File: src/rtl/cv32e40x_pkg.sv
// Shared types and constants for the cv32e40x interrupt arbiter slice.
// Holds the privilege-level type, the arbiter FSM encoding and the priority IDs.
package cv32e40x_pkg;

    typedef enum logic [1:0] {
        PRIV_LVL_U = 2'b00,
        PRIV_LVL_S = 2'b01,
        PRIV_LVL_H = 2'b10,
        PRIV_LVL_M = 2'b11
    } PrivLvl_t;

    typedef enum logic [1:0] {
        IRQ_IDLE    = 2'd0,
        IRQ_PENDING = 2'd1,
        IRQ_ACKED   = 2'd2
    } irq_arb_state_e;

    localparam logic [31:0] IRQ_MASK_DEFAULT = 32'hFFFF_0888;

    localparam logic [4:0] IRQ_ID_MEI = 5'd11;
    localparam logic [4:0] IRQ_ID_MSI = 5'd3;
    localparam logic [4:0] IRQ_ID_MTI = 5'd7;

endpackage

File: src/rtl/cv32e40x_irq_sync.sv
// 32-bit two-flop synchronizer for asynchronous interrupt sources.
// Built only when CV32E40X_IRQ_SYNC_EN is defined; it is unused otherwise.
`ifdef CV32E40X_IRQ_SYNC_EN
module cv32e40x_irq_sync (
    input  logic        clk,
    input  logic        rst,
    input  logic [31:0] irq_i,
    output logic [31:0] irq_sync_o
);

    logic [31:0] meta_d, meta_q;
    logic [31:0] sync_d, sync_q;

    always_comb begin
        meta_d = irq_i;
        sync_d = meta_q;
    end

    always_ff @(posedge clk or posedge rst) begin
        if (rst) begin
            meta_q <= '0;
            sync_q <= '0;
        end else begin
            meta_q <= meta_d;
            sync_q <= sync_d;
        end
    end

    assign irq_sync_o = sync_q;

endmodule
`endif

File: src/rtl/cv32e40x_irq_arbiter.sv
// Interrupt arbiter feeding the controller: pending image, mask/enable, priority select and ack handshake.
// Define CV32E40X_IRQ_SYNC_EN to pass irq_i through a 2-flop synchronizer first.
module cv32e40x_irq_arbiter
    import cv32e40x_pkg::*;
#(
    parameter logic [31:0] IRQ_MASK = IRQ_MASK_DEFAULT
) (
    input  logic        clk,
    input  logic        rst,
    input  logic [31:0] irq_i,
    input  logic [31:0] mie_i,
    input  logic        m_ie_i,
    input  PrivLvl_t    current_priv_lvl_i,
    input  logic        irq_ack_i,
    output logic [31:0] mip_o,
    output logic        irq_req_ctrl_o,
    output logic [4:0]  irq_id_ctrl_o,
    output logic        irq_wu_ctrl_o
);

    logic [31:0]    irq_in;
    logic [31:0]    mip_d, mip_q;
    logic [31:0]    pend;
    logic           gen;
    logic [4:0]     sel_id;
    logic           sel_vld;
    irq_arb_state_e state_d, state_q;
    logic           req_d, req_q;
    logic [4:0]     id_d, id_q;

`ifdef CV32E40X_IRQ_SYNC_EN
    cv32e40x_irq_sync u_irq_sync (
        .clk        (clk),
        .rst        (rst),
        .irq_i      (irq_i),
        .irq_sync_o (irq_in)
    );
`else
    assign irq_in = irq_i;
`endif

    assign mip_d = irq_in & IRQ_MASK;
    assign pend  = mip_q & mie_i;
    // Below M-mode, M-level interrupts are always globally enabled.
    assign gen   = (current_priv_lvl_i == PRIV_LVL_M) ? m_ie_i : 1'b1;

    // Lowest priority is written first so each later hit overrides it:
    // 7, then 3, then 11, then platform lines 16..31 ascending.
    always_comb begin
        // NOTE: every always_comb output gets a default first so no latch is inferred.
        sel_vld = 1'b0;
        sel_id  = '0;
        if (pend[IRQ_ID_MTI]) begin
            sel_vld = 1'b1;
            sel_id  = IRQ_ID_MTI;
        end
        if (pend[IRQ_ID_MSI]) begin
            sel_vld = 1'b1;
            sel_id  = IRQ_ID_MSI;
        end
        if (pend[IRQ_ID_MEI]) begin
            sel_vld = 1'b1;
            sel_id  = IRQ_ID_MEI;
        end
        for (int i = 16; i < 32; i++) begin
            if (pend[i]) begin
                sel_vld = 1'b1;
                sel_id  = 5'(i);
            end
        end
    end

    always_comb begin
        state_d = state_q;
        req_d   = req_q;
        id_d    = id_q;
        unique case (state_q)
            IRQ_IDLE: begin
                if (sel_vld && gen) begin
                    state_d = IRQ_PENDING;
                    req_d   = 1'b1;
                    id_d    = sel_id;
                end
            end
            IRQ_PENDING: begin
                if (irq_ack_i) begin
                    state_d = IRQ_ACKED;
                    req_d   = 1'b0;
                end else if (pend[id_q] && gen) begin
                    // ID stays frozen until acked, even if a higher-priority line arrives.
                    state_d = IRQ_PENDING;
                end else if (sel_vld && gen) begin
                    id_d = sel_id;
                end else begin
                    state_d = IRQ_IDLE;
                    req_d   = 1'b0;
                end
            end
            IRQ_ACKED: begin
                // One-cycle blackout gives the controller time to clear mstatus.MIE.
                state_d = IRQ_IDLE;
                req_d   = 1'b0;
            end
            default: begin
                state_d = IRQ_IDLE;
                req_d   = 1'b0;
            end
        endcase
    end

    always_ff @(posedge clk or posedge rst) begin
        if (rst) begin
            mip_q   <= '0;
            state_q <= IRQ_IDLE;
            req_q   <= 1'b0;
            id_q    <= '0;
        end else begin
            // NOTE: sequential state uses non-blocking assignments so all flops update together.
            mip_q   <= mip_d;
            state_q <= state_d;
            req_q   <= req_d;
            id_q    <= id_d;
        end
    end

    assign mip_o          = mip_q;
    assign irq_req_ctrl_o = req_q;
    assign irq_id_ctrl_o  = id_q;
    assign irq_wu_ctrl_o  = |pend;

    a_ack_only_when_pending : assert property (
        @(posedge clk) disable iff (rst) irq_ack_i |-> (state_q == IRQ_PENDING)
    ) else $error("irq_ack_i asserted outside the PENDING state");

endmodule

File: config.mk
export PLATFORM = sky130hd
export DESIGN_NAME = cv32e40x_irq_arbiter
export DESIGN_NICKNAME = d
export VERILOG_FILES = /design/src/rtl/cv32e40x_pkg.sv /design/src/rtl/cv32e40x_irq_sync.sv /design/src/rtl/cv32e40x_irq_arbiter.sv
export SDC_FILE = /design/constraint.sdc
export NUM_CORES = 1
export LEC_CHECK = 0
export BUFFER_PORTS_ARGS = -buffer_cell sky130_fd_sc_hd__buf_4
export CORE_MARGIN = 4
export CORE_UTILIZATION = 39
export DETAILED_ROUTE_END_ITERATION = 10
export GPL_ROUTABILITY_DRIVEN = 0
export PLACE_DENSITY = 0.79
export SETUP_SLACK_MARGIN = 0.3
export SLEW_MARGIN = 10
export SYNTH_ARGS = -nofsm -noshare
export SYNTH_HDL_FRONTEND = slang
export SYNTH_SLANG_ARGS = --single-unit
File: constraint.sdc
create_clock -name clk -period 2.17 [get_ports clk]
set_input_delay 0.1085 -clock clk [delete_from_list [all_inputs] [get_ports clk]]
set_output_delay 0.1085 -clock clk [all_outputs]
set_load 0.01 [all_outputs]
Word level (Yosys, flattened, before mapping)
Cells that the tools add are included.
- bitwise logic cells: 1
- magnitude comparators: 1
- reduce and logical (&&, ||, !) cells: 8
- mux-type cells: 55
- eq/ne operators: 8
- operators with widths (kind ; count):
    $mux 5 ; 20
    $and 32x32->32 ; 1
    $reduce_or 32->1 ; 1
    $mux 1 ; 25
    $pmux 5 s2 ; 1
    $mux 2 ; 4
    $lt 5x6->1 const B ; 1
    $mux 3 ; 2
    $ne 2x2->1 const B ; 3
    $ne 3x3->1 const B ; 2
    $reduce_and 3->1 ; 2
    $bmux 1 s5 ; 1
    $ne 4x4->1 const B ; 1
    $pmux 2 s2 ; 1
    $eq 2x1->1 const B ; 1
    $eq 2x2->1 const B ; 1
    $logic_and 1x1->1 ; 2
    $logic_not 2->1 ; 1
    $pmux 1 s2 ; 1
    $reduce_and 2->1 ; 1
    $reduce_bool 2->1 ; 1
- bits of input ports: 70
- bits in registers: 27
- output and inout port bits: 39

Longest topological paths before layout
- depth after elaboration: 25
- mapped depth: 7
- mapped depth without buffers: 6

Least setup slack after synthesis
Ideal clock, no wire load.
- path kind: register -> register
- start: register id_q[0], in the netlist irq_id_ctrl_o[0]
- end: register id_q[2], in the netlist irq_id_ctrl_o[2]
- period minus slack after synthesis: 2.021 ns
- cell stages (with the launch flop): 7
- arrival time: 1.893 ns
- setup slack: 0.149 ns
- cell sequence: dfrtp_1 > buf_6 > mux4_2 > nor4b_1 > o41ai_2 > nand4b_4 > mux2_1
- cells in the longest elaborated chain, start to end: 5
- RTL lines (element ; RTL line ; RTL):
    start, declared ; cv32e40x_irq_arbiter.sv:29 ; logic [4:0] id_d, id_q;
    start signal, assigned ; cv32e40x_irq_arbiter.sv:122 ; id_q <= id_d;
    $bmux 1 s5 ; cv32e40x_irq_arbiter.sv:89 ; end else if (pend[id_q] && gen) begin
    $mux 1 (implied by the code) ; cv32e40x_irq_arbiter.sv:89 ;
    $logic_and 1x1->1 ; cv32e40x_irq_arbiter.sv:89 ;
    $ne 2x2->1 (no source line) ; n/a ;
    $reduce_and 3->1 (no source line) ; n/a ;
No other way between the ends. The select of a mux whose other input is x is not followed.
A chain may end at the register's enable or synchronous reset.

Worst setup path in the final report
- start: register mip_q[23], in the netlist mip_o[23]
- end: register id_q[2], in the netlist irq_id_ctrl_o[2]
- cells in the longest elaborated chain, start to end: 15
- RTL lines (element ; RTL line ; RTL):
    start, declared ; cv32e40x_irq_arbiter.sv:22 ; logic [31:0] mip_d, mip_q;
    start signal, assigned ; cv32e40x_irq_arbiter.sv:119 ; mip_q <= mip_d;
    $and 32x32->32 * ; cv32e40x_irq_arbiter.sv:43 ; assign pend = mip_q & mie_i;
    $mux 1 (9 in series) ; cv32e40x_irq_arbiter.sv:66 ; if (pend[i]) begin
    $logic_and 1x1->1 ; cv32e40x_irq_arbiter.sv:79, cv32e40x_irq_arbiter.sv:92 ;
    $mux 5 ; cv32e40x_irq_arbiter.sv:79, cv32e40x_irq_arbiter.sv:92 ;
    $mux 5 ; cv32e40x_irq_arbiter.sv:89 ;
    $mux 5 ; cv32e40x_irq_arbiter.sv:86 ; if (irq_ack_i) begin
    $pmux 5 s2 ; cv32e40x_irq_arbiter.sv:77 ; unique case (state_q)
Every way passes the cells marked *; elsewhere a longest branch is shown, timed or not. The select of a mux whose other input is x is not followed.

==> qor.log <==
[power] PwrDens 661 nW/um^2
[synth] commonest cells in the synthesized netlist 27 x sky130_fd_sc_hd__dfrtp_1, 27 x sky130_fd_sc_hd__nand2_1, 14 x sky130_fd_sc_hd__buf_4, 9 x sky130_fd_sc_hd__nand3_1, 6 x sky130_fd_sc_hd__nor2_1
[sta] pin slew with the least headroom to its limit 1.03 ns
[worst_setup_path] type of the worst setup path flip-flop to flip-flop
[status] outcome finished clean
[global_route] pin count of the biggest net entering global routing 28
[sta] final hold violations 0
[clock_tree] CTS clock-pin slew for the worst setup and hold paths 0.16 ns
[placement] cell area after placement 1920 um^2
[synth] number of flops mapped to enable cells by yosys 0
[detailed_routing] number of DRC violations after detailed routing 0
[cells_and_area] antenna diode count 0
[synth] flip-flop and latch count after synthesis 27
[synth] most area-consuming cells after synthesis sky130_fd_sc_hd__dfrtp_1 49%, sky130_fd_sc_hd__buf_4 7.6%, sky130_fd_sc_hd__nand2_1 7.3%
[detailed_routing] Antenna Nets Post-Route 0
[die] effective utilization at floorplan 40.9%
[detailed_routing] total wire length after detailed routing 4.27 mm
[cells_and_area] finished layout cell area 2280 um^2
[placement] # port buffers 69
[detailed_routing] average vias per placed instance 5.19
[die] Core Area 3390 um^2
[detailed_routing] wire per inst 15.3 um
[global_route] wire length of the first global-routing pass 6.52 mm
[synth] per-instance average area after synthesis 10.5 um^2
[power] worst supply voltage drop on vdd 402 uV
[cells_and_area] Area Overhead vs Synth 64.5%
[synth] top flip-flop cell by instance count after synthesis sky130_fd_sc_hd__dfrtp_1
[worst_setup_path] Worst path depth 6
[worst_setup_path] CP Data Arrival Time 2.24 ns
[die] Ports 109
[sta] post-layout minimum cycle time 2.01 ns
[synth] Synth Cell Area 1390 um^2
[die] overall die width 67.7 um
[global_route] number of global-route vias before repair 1,450
[worst_setup_path] CP max stage delay 0.53 ns
[sta] worst slew margin relative to its limit 31.1%
[clock_tree] total CTS buffers 3
[sta] Final Cycle Share 92.7%
[sta] count of final max-slew check failures 0
[min_path] worst min-delay path class input port to async pin
[synth] asr flop ratio synth 100%
[worst_setup_path] Critical Path Source Type flip-flop
[power] total leakage power 0.00113 uW
[global_route] antenna violations before repair 0
[worst_setup_path] number of cells traversed by the worst register-to-register path 6
[synth] synth warn 0
[synth] Seq/Total Area, Yosys 48.7%
[worst_setup_path] required time at the endpoint of the critical path 2.40 ns
[synth] proportion of netlist area held by the largest area contributor 48.7%
[placement] Post-Place Setup Slack 0.0227 ns
[run] number of maximum-capacitance violations 0
[cells_and_area] final net count 304
[synth] library cell with the largest summed area after synthesis sky130_fd_sc_hd__dfrtp_1
[worst_setup_path] kind of cell with the highest combined delay on the critical path multiplexers
[worst_setup_path] list of cells traversed by the critical path nand2_1, mux4_2, nor4bb_4, o41ai_2, nand4b_4, mux2_1
[placement] sum of net half-perimeters after detailed placement 2.85 mm
[synth] synth unique cells 37
[global_route] total track usage 18.9%
[die] number of placement rows 21
[global_route] grt ovf 0
[sta] Final Hold Slack 0.0109 ns
[worst_setup_path] worst-path cell with the longest stage delay sky130_fd_sc_hd__mux4_2
[worst_setup_path] worst reg2reg endpoint irq_id_ctrl_o[2]
[worst_setup_path] buffer and inverter count on the worst path 0
[worst_setup_path] capturing element type of the critical path flip-flop
[die] area of the die 4580 um^2
[sta] maximum clock skew at final layout 0.00552 ns
[clock_tree] clock net sink count 27
[sta] Worst Setup Slack, final 0.158 ns
[sta] Highest Clock Rate 497 MHz
[worst_setup_path] r2r startpoint mip_o[23]
[sta] Setup TNS 0 ns
[sta] final setup violation count 0
[worst_setup_path] largest fanout of any net on the critical path 5
[synth] number of cells produced by synthesis 132
[die] Die Y 67.7 um
[clock_tree] CTS tree yes
[cells_and_area] ratio of cells with drive above 1 in the final layout 44.2%
[detailed_routing] number of iterations in the first detailed-routing pass 4
[detailed_routing] via count 1,449
[clock_tree] clock root buffer sky130_fd_sc_hd__clkbuf_4
[worst_setup_path] register-to-register setup slack 0.16 ns
[clock_tree] clock tree buffer depth 2
[clock_tree] H-Tree Depth 1
[clock_tree] Clock Latency Late Sink 0.33 ns
[detailed_routing] initial drt markers 67
[sta] RSZ-0062 raised after global routing true
==> report_power, final <==
part           total (uW)  leakage [uW]  switching (uW)  internal, uW
logic                 602      0.000802             256           346
clock network         228     0.0000177             159          69.3
registers             679      0.000307             109           569
==> worst max path at each step <==
stage | to | startpoint
2_1_floorplan | irq_id_ctrl_o[2] | irq_id_ctrl_o[0]
3_3_place_gp | irq_id_ctrl_o[0] | irq_id_ctrl_o[0]
3_5_place_dp | irq_id_ctrl_o[1] | irq_id_ctrl_o[0]
4_1_cts | irq_id_ctrl_o[1] | irq_id_ctrl_o[0]
5_1_grt | irq_id_ctrl_o[1] | mip_o[11]
6_report | irq_id_ctrl_o[2] | mip_o[23]
==> cells in the final DEF, fill, tap and decap left out, types with 2 or more instances in the layout <==
master	instances
sky130_fd_sc_hd__a21oi_1	2
sky130_fd_sc_hd__nand2_1	26
sky130_fd_sc_hd__dfrtp_1	26
sky130_fd_sc_hd__mux2_1	4
sky130_fd_sc_hd__nor2_1	4
sky130_fd_sc_hd__o211ai_1	3
sky130_fd_sc_hd__conb_1	13
sky130_fd_sc_hd__a22oi_2	2
sky130_fd_sc_hd__nor3_1	2
sky130_fd_sc_hd__dlygate4sd3_1	19
sky130_fd_sc_hd__nand4_1	3
sky130_fd_sc_hd__o21ai_0	3
sky130_fd_sc_hd__inv_1	5
sky130_fd_sc_hd__buf_4	81
sky130_fd_sc_hd__nand3_2	2
sky130_fd_sc_hd__mux4_2	2
sky130_fd_sc_hd__nand3_1	6
sky130_fd_sc_hd__clkbuf_4	3
==> metrics by stage <==
stage                     cells  total power (uW)  util (%)
final                       279              1510      67.3
after CTS                   272              1460      64.2
after global routing        279              1600      67.3
after detailed placement    246              1170      56.6
after floorplan             144               992         -
after global placement      246              1160      56.6
==> logic make-up after synthesis <==
family / share of synthesized area [%]
AOI/OAI and AO/OA: 12.5
buffers and inverters: 9.74
DFF: 48.7
muxes: 9.47
other: 0.270
and+or+nand+nor: 19.3
==> layout make-up <==
| cell class | count | area [um^2] |
|---|---|---|
| repair buffers | 100 | 798 |
| clock inverters | 1 | 5.00 |
| multi-input cells | 97 | 703 |
| clock buffers | 3 | 22.5 |
| well taps | 46 | 57.6 |
| flip-flops and latches | 27 | 677 |
| inverters | 5 | 18.8 |
| fillers | 232 | 1110 |
==> per-layer routing <==
layer / global-route usage, % / up-vias / wire (um)
li1: - / 655 / -
met1: 21.7 / 700 / 1650
met2: 34.0 / 83 / 2140
met3: 5.16 / 11 / 406
met4: 5.06 / 0 / 72
met5: 0 / - / 0
==> state kept, by name (all words and copies together) (netlist names) <==
signal / flops
state_q: 2
irq_id_ctrl_o: 5
irq_req_ctrl_o: 1
mip_o: 19
==> repair_timing <==
item                                    4_1_cts  5_1_grt
pin swaps                                     1        4
cloned                                        0        0
setup buffers                                 3        7
endpoints found under the setup margin        6        6
hold buffers                                 19        0
hold endpoints to repair                     19        0
gates resized for setup                       4       11
No activity file was read; power rests on OpenSTA's default activity.
